<file path="config.mk">
export PLATFORM = sky130hd
export DESIGN_NAME = hex_pair_decoder
export DESIGN_NICKNAME = d
export VERILOG_FILES = /design/src/rtl/hex_pair_decoder.sv
export SDC_FILE = /design/constraint.sdc
export NUM_CORES = 1
export LEC_CHECK = 0
export CORE_AREA = 2 2 81 83
export CTS_CLUSTER_DIAMETER = 120
export DETAILED_ROUTE_END_ITERATION = 16
export DIE_AREA = 0 0 83 85
export SYNTH_ARGS = -nofsm -noshare
export SYNTH_HDL_FRONTEND = slang
export SYNTH_SLANG_ARGS = --single-unit
</file>
<file path="constraint.sdc">
create_clock -name Clk -period 4.2 [get_ports Clk]
set_input_delay 0.84 -clock Clk [delete_from_list [all_inputs] [get_ports Clk]]
set_output_delay 0.84 -clock Clk [all_outputs]
set_load 0.01 [all_outputs]
</file>
<file path="src/rtl/hex_pair_decoder.sv">
// Seven-segment pair decoder and up-count sequence monitor for an 8-bit counter display.
// Optional Steps counter is built only when HEX_PAIR_STEP_COUNT_EN is defined.
module hex_pair_decoder #(
   parameter int STABLE_N       = 2,
   parameter bit SEG_ACTIVE_LOW = 1'b1,
   parameter int STEP_W         = 16
) (
   input  logic              Clk,
   input  logic              Reset,
   input  logic              Sample,
   input  logic [6:0]        HEX0_in,
   input  logic [6:0]        HEX1_in,
   input  logic              Rearm,
   output logic [7:0]        Value,
   output logic              Valid,
   output logic              BadPattern,
   output logic              Changed,
   output logic              SeqError,
   output logic [1:0]        State,
   output logic [STEP_W-1:0] Steps
);

   localparam int RUN_W = $clog2(STABLE_N + 1);
   localparam logic [RUN_W-1:0] RUN_FULL = RUN_W'(STABLE_N);

   typedef enum logic [1:0] {
      IDLE  = 2'd0,
      TRACK = 2'd1,
      FAULT = 2'd2
   } state_t;

   state_t           state_reg, state_next;
   logic [7:0]       value_reg, value_next;
   logic             valid_reg, valid_next;
   logic             bad_reg, bad_next;
   logic             changed_reg, changed_next;
   logic             seq_err_reg, seq_err_next;
   logic [7:0]       cand_reg, cand_next;
   logic [RUN_W-1:0] run_reg, run_next;
   logic [RUN_W-1:0] run_inc;
   logic [4:0]       lo_dec, hi_dec;
   logic [7:0]       pair;
   logic             pair_ok;
   logic             accept;

   // Returns {known, nibble}; patterns are always looked up in lit-low form.
   function automatic logic [4:0] seg_decode(input logic [6:0] pat);
      logic [4:0] r;
      case (pat)
         7'h40:   r = 5'h10;
         7'h79:   r = 5'h11;
         7'h24:   r = 5'h12;
         7'h30:   r = 5'h13;
         7'h19:   r = 5'h14;
         7'h12:   r = 5'h15;
         7'h02:   r = 5'h16;
         7'h78:   r = 5'h17;
         7'h00:   r = 5'h18;
         7'h18:   r = 5'h19;
         7'h08:   r = 5'h1A;
         7'h03:   r = 5'h1B;
         7'h46:   r = 5'h1C;
         7'h21:   r = 5'h1D;
         7'h06:   r = 5'h1E;
         7'h0E:   r = 5'h1F;
         default: r = 5'h00;
      endcase
      return r;
   endfunction

   assign lo_dec  = seg_decode(SEG_ACTIVE_LOW ? HEX0_in : ~HEX0_in);
   assign hi_dec  = seg_decode(SEG_ACTIVE_LOW ? HEX1_in : ~HEX1_in);
   assign pair    = {hi_dec[3:0], lo_dec[3:0]};
   assign pair_ok = hi_dec[4] & lo_dec[4];
   assign run_inc = run_reg + 1'b1;

`ifdef HEX_PAIR_STEP_COUNT_EN
   logic              step_inc;
   logic [STEP_W-1:0] steps_reg;
`endif

   always_comb begin
      state_next   = state_reg;
      value_next   = value_reg;
      valid_next   = valid_reg;
      bad_next     = 1'b0;
      changed_next = 1'b0;
      seq_err_next = seq_err_reg;
      cand_next    = cand_reg;
      run_next     = run_reg;
      accept       = 1'b0;
`ifdef HEX_PAIR_STEP_COUNT_EN
      step_inc     = 1'b0;
`endif
      if (Rearm) begin
         state_next   = IDLE;
         seq_err_next = 1'b0;
         run_next     = '0;
      end else if (Sample) begin
         if (!pair_ok) begin
            bad_next = 1'b1;
            run_next = '0;
         end else if (run_reg != '0 && pair == cand_reg) begin
            // Once full the run parks, so a steady display is accepted only once.
            if (run_reg != RUN_FULL) begin
               run_next = run_inc;
               accept   = (run_inc == RUN_FULL);
            end
         end else begin
            cand_next = pair;
            run_next  = RUN_W'(1);
            accept    = (RUN_FULL == RUN_W'(1));
         end
      end

      if (accept) begin
         case (state_reg)
            IDLE: begin
               value_next   = pair;
               valid_next   = 1'b1;
               changed_next = 1'b1;
               state_next   = TRACK;
            end
            TRACK: begin
               if (pair == value_reg) begin
                  changed_next = 1'b0;
               end else if (pair == value_reg + 8'd1) begin
                  value_next   = pair;
                  changed_next = 1'b1;
`ifdef HEX_PAIR_STEP_COUNT_EN
                  step_inc     = 1'b1;
`endif
               end else if (pair == 8'h00) begin
                  value_next   = pair;
                  changed_next = 1'b1;
               end else begin
                  value_next   = pair;
                  changed_next = 1'b1;
                  seq_err_next = 1'b1;
                  state_next   = FAULT;
               end
            end
            default: begin
               value_next   = pair;
               changed_next = (pair != value_reg);
            end
         endcase
      end
   end

   always_ff @(posedge Clk) begin
      if (Reset) begin
         state_reg   <= IDLE;
         value_reg   <= '0;
         valid_reg   <= 1'b0;
         bad_reg     <= 1'b0;
         changed_reg <= 1'b0;
         seq_err_reg <= 1'b0;
         cand_reg    <= '0;
         run_reg     <= '0;
      end else begin
         state_reg   <= state_next;
         value_reg   <= value_next;
         valid_reg   <= valid_next;
         bad_reg     <= bad_next;
         changed_reg <= changed_next;
         seq_err_reg <= seq_err_next;
         cand_reg    <= cand_next;
         run_reg     <= run_next;
      end
   end

`ifdef HEX_PAIR_STEP_COUNT_EN
   always_ff @(posedge Clk) begin
      if (Reset) begin
         steps_reg <= '0;
      end else if (step_inc && steps_reg != '1) begin
         steps_reg <= steps_reg + 1'b1;
      end
   end
   assign Steps = steps_reg;
`else
   assign Steps = '0;
`endif

   assign Value      = value_reg;
   assign Valid      = valid_reg;
   assign BadPattern = bad_reg;
   assign Changed    = changed_reg;
   assign SeqError   = seq_err_reg;
   assign State      = state_reg;

endmodule

</file>
==> impl.org, run 1 <==
** Detailed routing
- Routed wire length :: 5930 um
- Iteration count of the initial detailed-routing pass :: 4
- After detailed routing, the average wire length per cell comes to 13.9 um.
- The routed layout has 2374 vias.
- Post-detailed-route via-to-cell ratio :: 5.57
- Post-DRT Antenna Nets :: 0
- Number of DRC markers after the initial detailed-route iteration :: 92
- DRC viols :: 0

** Floorplan
- Total Die Area :: 7060 um^2
- Vertical die dimension :: 85 um
- Initial Util :: 38.8%
- Std-Cell Core Area :: 6200 um^2
- The die is around 83 um wide.
- 48 I/O pins were placed.
- Number of rows created at floorplan :: 29

** Cells and area
- Highest-count cells in the layout ignoring fill and taps :: nor2_1 (31), clkdlybuf4s50_1 (31), dfxtp_1 (24), nor3_1 (21), buf_4 (20)
- # nets final :: 372
- Cells with a size suffix above 1 make up 12.9% of the layout.
- The repair_antennas step left the layout with diodes totalling 0.
- Compared with the post-synthesis result, the final layout area differs by 18.0%.

** Clock tree
- The root buffer cell chosen for the clock tree is clkbuf_8.
- After clock tree synthesis, the clock-pin slew on the worst setup and hold paths is 80 ps.
- Clk Latency, worst-skew pair :: 270 ps
- Post-CTS Setup Repair Bufs :: 0
- Total of cells resized after clock tree synthesis :: 0
- Counting the buffers created by CTS gives 3.
- CTS tree :: built
- Clock sinks :: 24
- Maximum clock path buffer count :: 2
- H-Tree Level Count :: 1
- After clock tree synthesis, the flow added hold-fix buffers numbering 0.

** Job
- Across the run, the number of max-cap violations was 0.

** Synth
- Instance count of the mapped netlist :: between 300 and 400
- The most used flip-flop cell after synthesis is dfxtp_1.
- Synthesis instantiated 69 different standard cells from the library.
- Register bit total from synthesis :: 24
- Sequential element share of the synthesized area :: 20.0%
- Mapped cell area :: 2400 um^2
- Mean instance size in the synthesized netlist :: 7.54 um^2
- In the synthesized netlist the async set-or-reset flop fraction comes to 0%.
- Counting flops with a built-in enable in the synthesized netlist gives 0.
- Synthesis Warnings :: 0

** Worst setup path
- R2r setup slk :: 1870 ps
- STA puts the critical path data required time at approximately 4400 ps.
- Along the worst path, the maximum fanout reaches 11.
- Arrival time worst endpoint :: 3870 ps
- Endpoint of the worst-slack reg-to-reg timing path :: SeqError$_SDFF_PP0_
- Kind of critical path :: input port to flip-flop
- Counting cells, the worst reg-to-reg path comes to 7.
- Critical Path Source Type :: input port
- STA classifies the critical path endpoint as a flip-flop.
- The worst register-to-register path begins at Value[1]$_SDFFE_PP0P_.

** Global route
- Entering global routing, the biggest net connects 24 pins.
- First-pass GRT wire length :: 9860 um
- Global-route usage over all layers :: between 10% and 20%
- Vias in the first global route :: 2114
- Antenna violations before repair :: 0
- Total overflow reported by the global router :: 0

** STA
- Timing would allow up to 271 MHz.
- Unrepaired setup endpoints after global routing :: no
- Post-Route Skew :: 5.85 ps
- For the pin with the worst max-slew slack, the measured transition is between 800 and 900 ps.
- Setup total negative slack on the finished layout was measured at 0 ps.
- Final setup vio count :: 0
- The number of pins exceeding their max-slew limit in the final report came to 0.
- Hold is met by 464 ps.
- The final critical path takes up 88.0% of the cycle.
- Period minus WS final :: 3690 ps
- Worst rel slew slack :: 43.2%
- Final Hold Fails :: 0

** Hold path
- The path class of the tightest hold or removal check is flip-flop to flip-flop.
- The worst hold path passes through 2 cells.
- For hold timing, the worst endpoint is SeqError$_SDFF_PP0_.
- Worst hold path startpoint :: SeqError$_SDFF_PP0_

** Power and ir drop
- Power density normalized to cell area :: 189 nW/um^2
- Cell leakage power :: 1.07 nW
- The worst-case IR drop observed on VDD is 0.000163 V.

** Placement
- Port buffering added 31 buffers.
- The wire-length estimate of the detail-placed layout is 4580 um.
- Routability-driven placement finished with a final weighted congestion of around 0.91.

** Outcome
- The run finished with clean final reports.
[power by group]
part	switching (W)	internal (W)	leakage (nW)	total [W]
logic	0.0000818	0.0000634	0.844	0.000145
registers	0.00000101	0.000229	0.194	0.000230
clock network	0.0000775	0.0000838	0.0288	0.000161
total	0.000160	0.000376	1.07	0.000537
[metrics by stage]
step                      instances  utilization [%]  cell area, um^2  setup WS, ps  total power [W]
after global placement          422             44.8             2780           247         0.000378
after global routing            426             45.7             2840           180         0.000559
final                           426             45.7             2840           506         0.000537
after detailed placement        422             44.8             2780           224         0.000379
after floorplan                 334                -             2460          1000         0.000345
after CTS                       426             45.7             2840           513         0.000537
[metal layers]
layer / up-vias / track usage, % / routed length [um]
met4: 0 / 3.73 / 73
met5: - / 0 / 0
li1: 1207 / - / -
met3: 10 / 2.04 / 177
met2: 45 / 26.1 / 2660
met1: 1112 / 23.4 / 3020
[final cells by class]
cell class	instances	area, um^2
inverters	6	22.5
flip-flops and latches	24	480
multi-input cells	264	1720
clock buffers	4	55.1
fillers	635	3370
well taps	77	96.3
repair buffers	51	460
[synthesized netlist by cell type, types with 3 or more instances]
master / number / area share (%)
clkbuf_1: 8 / 1.2
nand4b_1: 3 / 1.1
nand2b_1: 10 / 2.6
inv_1: 5 / 0.78
nor4_1: 9 / 2.3
nor3_1: 21 / 4.4
xnor2_1: 11 / 4.0
nand2_1: 17 / 2.7
a2111oi_0: 3 / 1.1
xor2_1: 11 / 4.0
and3_1: 6 / 1.6
a211oi_1: 5 / 1.6
nand4_1: 4 / 1.0
or3b_2: 3 / 1.1
nor2b_1: 8 / 2.1
buf_4: 17 / 5.3
or3_1: 7 / 1.8
buf_2: 12 / 2.5
a21oi_1: 18 / 3.7
o22ai_1: 3 / 0.78
dfxtp_1: 24 / 20
and4_1: 4 / 1.5
and2_1: 3 / 0.78
nand3_1: 7 / 1.5
o21ai_0: 8 / 1.7
or2_2: 5 / 1.3
nor2_1: 31 / 4.8
ha_1: 4 / 2.1
[logic make-up (layout without fill, tap and decap cells)]
logic type | after synthesis | after routing | share of synthesized area (%)
DFF | 24 | 24 | 20.0
AOI/OAI and AO/OA | 70 | 70 | 22.6
buffers and inverters | 46 | 61 | 10.8
xor gates and xnor gates | 23 | 23 | 8.69
adders and majority gates | 4 | 4 | 2.08
and+or+nand+nor | 151 | 151 | 35.7
other | 1 | 16 | 0.156
[worst max-delay path, stage by stage]
cell	delay (ps)
clkdlybuf4s50_1	470
or3b_2	430
a2111oi_0	440
or4_1	340
nor4_2	120
nor4b_1	390
and4_1	480
a21oi_1	120
a311oi_1	240
[how the worst max path moves through the flow]
stage               depth (start not counted)       start  slack, ps                     to
global placement                            9  HEX1_in[1]        250  Value[3]$_SDFFE_PP0P_
detailed placement                          9  HEX1_in[1]        220  Value[3]$_SDFFE_PP0P_
global route                                9  HEX0_in[0]        180  Value[3]$_SDFFE_PP0P_
finish                                      9  HEX1_in[1]        510  Value[2]$_SDFFE_PP0P_
CTS                                         9  HEX1_in[1]        510  Value[3]$_SDFFE_PP0P_
floorplan                                  10  HEX1_in[6]       1000  Value[3]$_SDFFE_PP0P_
Note: power is estimated with default switching activity, not from simulation.
==> inputs of run 2 (changes only) <==
CORE_AREA = 2 2 71 73   (was 2 2 81 83)
DIE_AREA = 0 0 73 75   (was 0 0 83 85)
PLACE_DENSITY = 0.79   (was unset)
SLEW_MARGIN = 20   (was unset)
==> impl.org, run 2 (same netlist as run 1, synthesis figures left out) <==
** Hold path
- In this run the most critical hold path is launched from SeqError$_SDFF_PP0_.
- The worst hold path terminates at SeqError$_SDFF_PP0_.
- The min-delay analysis places its worst path in the category flip-flop to flip-flop.
- Worst hold path depth :: 2 (unchanged)

** Clock tree
- The buffer depth of the longest clock path came to 2 (unchanged).
- The number of clock sinks is 24 (unchanged).
- Clock-pin slew on the worst setup and hold paths :: 90 ps (about the same)
- TritonCTS built the clock tree.
- H-Tree Level Count :: 1 (unchanged)
- Total of cells resized after clock tree synthesis :: 0 (unchanged)
- CTS Root Cell :: clkbuf_8
- Post-CTS Setup Repair Bufs :: 0 (unchanged)
- Hold bufs inserted after CTS :: 0 (unchanged)
- Num CTS Buffers :: 3 (unchanged)
- Clk Latency, worst-skew pair :: 270 ps (about the same)

** Global route
- Maximum number of pins on one net before global-route repair :: 24 (unchanged)
- Antenna violations before repair :: 0 (unchanged)
- Global-route usage over all layers :: 22.4% (+6.1 points)
- The global-route wire length before repair came to 9920 um (+0.63%).
- The remaining global-route overflow was 0 (unchanged).
- The via count of the first global-routing pass is 2135 (+0.99%).

** Placement
- The detailed-placement wirelength estimate was 4360 um (-4.8%).
- Input/output buffers :: 31 (unchanged)
- Placer's final routability congestion estimate :: 0.857 (-5.7%)
- The total placed instance area is 2730 um^2 (-1.8%).

** Power and ir drop
- Post-layout power :: 0.000578 W (+7.7%)
- Power density normalized to cell area :: 206 nW/um^2 (+9.0%)
- The worst IR drop on VDD was 0.000175 V (+7.2%).
- The leakage power of the design came to 1.06 nW (-0.69%).

** Worst setup path
- The critical path arrival is 3950 ps (+80 ps).
- The minimum setup slack among reg-to-reg paths came to 1920 ps (+50 ps).
- The setup path with the least slack is of type input port to flip-flop.
- Largest fanout on the critical path :: 8 (-3)
- The critical path goes through clkdlybuf4s50_1, or3b_2, a2111oi_0, or4_1, xor2_1, a2111oi_2, nand4_1, a21oi_1, nor3_1.
- The highest cell delay on the worst timing path came to 520 ps (+40 ps).
- Critical path required time :: 4320 ps (-50 ps)
- Gate family responsible for the most delay along the worst path :: simple AND/OR/NAND/NOR gates
- The cell depth of the worst flop-to-flop path came to 7 (unchanged).
- Endpoint of the worst-slack reg-to-reg timing path :: State[1]$_SDFF_PP0_
- STA classifies the critical path endpoint as a flip-flop.
- Beginning of the worst register-to-register path :: Value[1]$_SDFFE_PP0P_
- Critical Path Source Type :: input port
- Buffers & Inverters on Critical Path :: 1 (unchanged)
- On the critical path, the stage with the largest delay is an instance of a2111oi_2.

** STA
- Fmax :: 261 MHz (-3.6%)
- Setup repair after global routing left no endpoint under its margin.
- Period minus WS final :: 3830 ps (+137 ps)
- Final setup vio count :: 0 (unchanged)
- The number of pins exceeding their max-slew limit in the final report is 0 (unchanged).
- Worst rel slew slack :: 43.3% (about the same)
- The final period utilization is 91.2% (+3.3 points).
- Setup TNS :: 0 ps (unchanged)
- Worst-margin pin slew :: 848 ps (-0.487 ps)
- Final Hold Fails :: 0 (unchanged)
- The worst-case clock skew came to 1.03 ps (-4.83 ps).

** Cells and area
- Share of post-route cells with drive strength above 1 :: 12.1% (-0.76 points)
- Footprint of the multi-input gates :: 1720 um^2 (unchanged)
- Syn-to-layout area delta :: 16.5%
- The total of fill cells in the finished design was 428 (-33%).
- The net count reported at finish is 369 (-0.81%).
- Inserted Diodes :: 0 (unchanged)
- Highest-count cells in the layout ignoring fill and taps :: nor2_1 (31), clkdlybuf4s50_1 (31), dfxtp_1 (24), nor3_1 (21), a21oi_1 (18)
- The finished layout cell area was 2800 um^2 (-1.2%).
- The area taken by flip-flops and latches is 480 um^2 (unchanged).

** Floorplan
- Std-Cell Core Area :: 4660 um^2 (-25%)
- Total Die Area :: 5480 um^2 (-22%)
- Die width :: 73 um (-12%)
- The height of the die came to 75 um (-12%).
- Initial Util :: 51.6% (+13 points)
- Boundary Pins :: 48 (unchanged)
- The number of placement rows came to 25 (-14%).

** Detailed routing
- Post-DRT Antenna Nets :: 0 (unchanged)
- Post-detailed-route via-to-cell ratio :: 6.01 (+7.8%)
- The routed wirelength normalized by instance count is 14.6 um (+4.6%).
- The detailed-routing iteration count for the pre-antenna-repair pass came to 4 (unchanged).
- The number of DRC markers in iteration 0 is 112 (+22%).
- The vias after detailed routing was 2404 (+1.3%).
- DRC viols :: 0 (unchanged)
- Routed wire length :: 5820 um (-1.8%)

** Job
- Max capacitance violation total :: 0 (unchanged)

** Outcome
- The run finished with clean final reports.
run 2: cell types whose count changed in the layout (fill, tap and decap cells not counted):
cell / previous run / this run
buf_4: 20 / 17
bufinv_16: 0 / 1
clkbuf_8: 4 / 3
run 2: metal layers:
metal  track usage, %  vias up  wire, um
li1                 -     1196         -
met1             31.1     1137      2700
met2             37.6       64      2810
met3             1.61        7       264
met4             5.97        0        47
met5                0        -         0
run 2: stage by stage:
step,hold WS (ps),setup slack [ps],util [%],cells
after floorplan,480,1000,-,334
after global placement,439,243,58.6,396
after detailed placement,436,149,58.6,396
after CTS,468,433,60.1,400
after global routing,534,0.407,60.1,400
final,461,368,60.1,400
run 2: worst max-delay path by stage:
| stage | from | to | slack (ps) | cells after the start |
|---|---|---|---|---|
| after floorplan | HEX1_in[6] | Value[3]$_SDFFE_PP0P_ | 1000 | 10 |
| after global placement | HEX1_in[1] | Value[5]$_SDFFE_PP0P_ | 240 | 9 |
| after detailed placement | HEX1_in[1] | Value[3]$_SDFFE_PP0P_ | 150 | 9 |
| after CTS | HEX1_in[1] | Value[5]$_SDFFE_PP0P_ | 430 | 9 |
| after global routing | HEX1_in[1] | Value[2]$_SDFFE_PP0P_ | 0.4 | 9 |
| final | HEX1_in[1] | Value[5]$_SDFFE_PP0P_ | 370 | 9 |
run 2: report_power, final:
part / switching [W] / internal, W
Clock: 0.0000759 / 0.000127
Sequential: 0.00000111 / 0.000229
Combinational: 0.0000817 / 0.0000626
Total: 0.000159 / 0.000419
run 2: area by class of cell:
class	count	area share, %
clock buffer	3	1.47
clock inverter	1	1.07
inverter	6	0.804
multi-input combinational	264	61.5
sequential	24	17.2
tap	54	2.41
timing repair buffer	48	15.6
run 2: worst register-to-register path, cell delays in order, from the launching register on:
cell       delay [ps]
dfxtp_1           420
ha_1              240
inv_1              70
or4_1             510
and3_1            190
o31a_1            300
a2111oi_4         300
o41ai_1           100
==> inputs of run 3 (changes only) <==
CELL_PAD_IN_SITES_DETAIL_PLACEMENT = 1   (was unset)
CELL_PAD_IN_SITES_GLOBAL_PLACEMENT = 1   (was unset)
CORE_AREA = 2 2 83 85   (was 2 2 71 73)
DIE_AREA = 0 0 85 87   (was 0 0 73 75)
PLACE_DENSITY = unset   (was 0.79)
PLACE_DENSITY_LB_ADDON = 0.1   (was unset)
==> impl.org, run 3 (same netlist as run 1, synthesis figures left out) <==
** STA
- The slew at the pin with the worst max-slew slack was 878 ps (+30.0 ps).
- Post-Route Skew :: 3.24 ps (+2.21 ps)
- Setup TNS :: 0 ps (unchanged)
- Worst rel slew slack :: 41.3% (-2.0 points)
- Worst Slack Setup Final :: 439 ps (+70.8 ps)
- The maximum clock frequency was 266 MHz (+1.9%).
- Final Hold Fails :: 0 (unchanged)
- Period minus WS final :: 3760 ps (-70.8 ps)
- The final period utilization was 89.5% (-1.7 points).
- Unrepaired setup endpoints after global routing :: no
- Final setup vio count :: 0 (unchanged)
- The number of pins exceeding their max-slew limit in the final report was 0 (unchanged).

** Worst setup path
- The critical path arrival came to 3950 ps (about the same).
- Critical path required time :: 4390 ps (+70 ps)
- Largest fanout on the critical path :: 6 (-2)
- The worst register-to-register path begins at Value[0]$_SDFFE_PP0P_.
- Kind of critical path :: input port to flip-flop
- Crit path capture type :: flip-flop
- Critical Path Source Type :: input port
- In this run the critical register-to-register path is captured at SeqError$_SDFF_PP0_.
- Worst-case reg-to-reg path depth :: 7 (unchanged)
- The minimum setup slack among reg-to-reg paths is 1850 ps (-70 ps).

** Detailed routing
- The vias after detailed routing is 2376 (-1.2%).
- Post-detailed-route via-to-cell ratio :: 5.40 (-10%)
- The detailed-route wire length is 6720 um (+16%).
- The detailed-routing iteration count for the pre-antenna-repair pass came to 4 (unchanged).
- The routed wirelength normalized by instance count was 15.3 um (+5.0%).
- DRC viols :: 0 (unchanged)
- Post-DRT Antenna Nets :: 0 (unchanged)
- Number of DRC markers after the initial detailed-route iteration :: 66 (-41%)

** Clock tree
- CTS tree :: built
- The clock transition at the register clock pins on the worst setup and hold paths after CTS is 90 ps (about the same).
- CTS Root Cell :: clkbuf_8
- The total CTS buffers was 3 (unchanged).
- The insertion delay of the later-clocked pin in the worst-skew pair was 270 ps (about the same).
- H-Tree Level Count :: 1 (unchanged)
- Post-CTS Setup Repair Bufs :: 0 (unchanged)
- Total of cells resized after clock tree synthesis :: 0 (unchanged)
- Maximum clock path buffer count :: 2 (unchanged)
- Hold bufs inserted after CTS :: 0 (unchanged)
- Clock sinks :: 24 (unchanged)

** Power and ir drop
- The clock group share of total power is 29.7% (-5.5 points).
- The power spent charging and discharging nets was 0.000165 W (+3.8%).
- Internal Pwr Total :: 0.000382 W (-8.9%)
- The switching share of power came to 30.2% (+2.7 points).
- Power density normalized to cell area :: 187 nW/um^2 (-9.4%)
- Combinational Power Share :: 28.2% (+3.2 points)
- The leakage power of the design is 1.12 nW (+5.8%).
- IR Drop Worst-Case VDD :: 0.000145 V (-17%)
- The relative contribution of sequential cells to total power was 42.1% (+2.3 points).

** Cells and area
- Highest-count cells in the layout ignoring fill and taps :: nor2_1 (31), clkdlybuf4s50_1 (31), buf_4 (31), dfxtp_1 (24), nor3_1 (21)
- The area of combinational cells with multiple inputs is 1720 um^2 (unchanged).
- The area taken by flip-flops and latches is 480 um^2 (unchanged).
- Fill count :: 844 (+97%)
- The number of inserted diodes came to 0 (unchanged).
- # nets final :: 383 (+3.8%)
- Syn-to-layout area delta :: 21.5%
- Share of post-route cells with drive strength above 1 :: 15.6% (+3.4 points)

** Floorplan
- The number of placement rows was 30 (+20%).
- Vertical die dimension :: 87 um (+16%)
- Std-Cell Core Area :: 6570 um^2 (+41%)
- The area of the die is 7400 um^2 (+35%).
- The number of ports placed on the die boundary was 48 (unchanged).
- Initial Util :: 36.6% (-15 points)
- The die width came to 85 um (+16%).

** Global route
- The via count of the first global-routing pass was 2290 (+7.3%).
- Global-route usage over all layers :: 18.3% (-4.1 points)
- The initial antenna violation count is 0 (unchanged).
- First-pass GRT wire length :: 11100 um (+12%)
- Maximum number of pins on one net before global-route repair :: 24 (unchanged)
- Total overflow reported by the global router :: 0 (unchanged)

** Hold path
- In this run the most critical hold path is launched from SeqError$_SDFF_PP0_.
- The number of instances on the worst hold path is 2 (unchanged).
- For hold timing, the worst endpoint is SeqError$_SDFF_PP0_.
- The path class of the tightest hold or removal check is flip-flop to flip-flop.

** Job
- The number of maximum-capacitance violations was 0 (unchanged).

** Placement
- Worst setup timing slack at the placement stage :: 139 ps (-10.3 ps)
- The weighted congestion reported at the end of routability-driven placement came to 0.847 (-1.2%).
- The detailed-placement wirelength estimate is 5390 um (+24%).
- Input/output buffers :: 31 (unchanged)

** Outcome
- Status :: finished clean
## run 3: changes by cell type in the layout (fill, tap and decap cells not counted)
| cell | previous run | this run |
|---|---|---|
| buf_4 | 17 | 31 |
| bufinv_16 | 1 | 0 |
| clkbuf_8 | 3 | 4 |
## run 3: power groups by stage
stage / combinational, W / sequential (W) / clock (W)
floorplan: 0.000109 / 0.000235 / 0
detailed placement: 0.000154 / 0.000235 / 0
global route: 0.000170 / 0.000230 / 0.000174
CTS: 0.000155 / 0.000230 / 0.000167
finish: 0.000154 / 0.000230 / 0.000162
global placement: 0.000152 / 0.000235 / 0
## run 3: worst max-delay path, stage by stage
cell             delay [ps]
clkdlybuf4s50_1         470
or3b_2                  440
a2111oi_0               470
or4_1                   370
xor2_1                  150
nor4_4                  390
and4_1                  380
buf_4                   200
a21oi_1                  70
nor3_1                  160
## run 3: layer usage
layer / wire, um / vias to the layer above / GRT usage (%)
li1: - / 1225 / -
met1: 3400 / 1118 / 25.6
met2: 3090 / 29 / 31.1
met3: 206 / 4 / 2.18
met4: 34 / 0 / 2.16
met5: 0 / - / 0
## run 3: final cells by class
class,count,share of cell area (%)
clock buffer,4,1.88
timing repair buffer,62,18.6
sequential,24,16.4
inverter,6,0.771
tap,80,3.42
multi-input combinational,264,58.9
## run 3: worst max-delay path by stage
stage	slack, ps	end	startpoint	cells past startpoint
after global routing	220	Value[4]$_SDFFE_PP0P_	HEX0_in[2]	10
after floorplan	1000	Value[3]$_SDFFE_PP0P_	HEX1_in[6]	10
after CTS	420	Value[1]$_SDFFE_PP0P_	HEX1_in[1]	10
after global placement	210	Value[1]$_SDFFE_PP0P_	HEX1_in[1]	10
after detailed placement	140	Value[1]$_SDFFE_PP0P_	HEX1_in[1]	10
final	440	Value[1]$_SDFFE_PP0P_	HEX1_in[1]	10
## run 3: per-stage QoR
step / power, W / cells / instance area [um^2] / hold slack (ps) / util, %
3_3_place_gp: 0.000388 / 436 / 2870 / 449 / 43.7
6_report: 0.000546 / 440 / 2920 / 472 / 44.5
2_1_floorplan: 0.000345 / 334 / 2460 / 480 / -
4_1_cts: 0.000552 / 440 / 2920 / 481 / 44.5
3_5_place_dp: 0.000389 / 436 / 2870 / 453 / 43.7
5_1_grt: 0.000574 / 440 / 2920 / 498 / 44.5
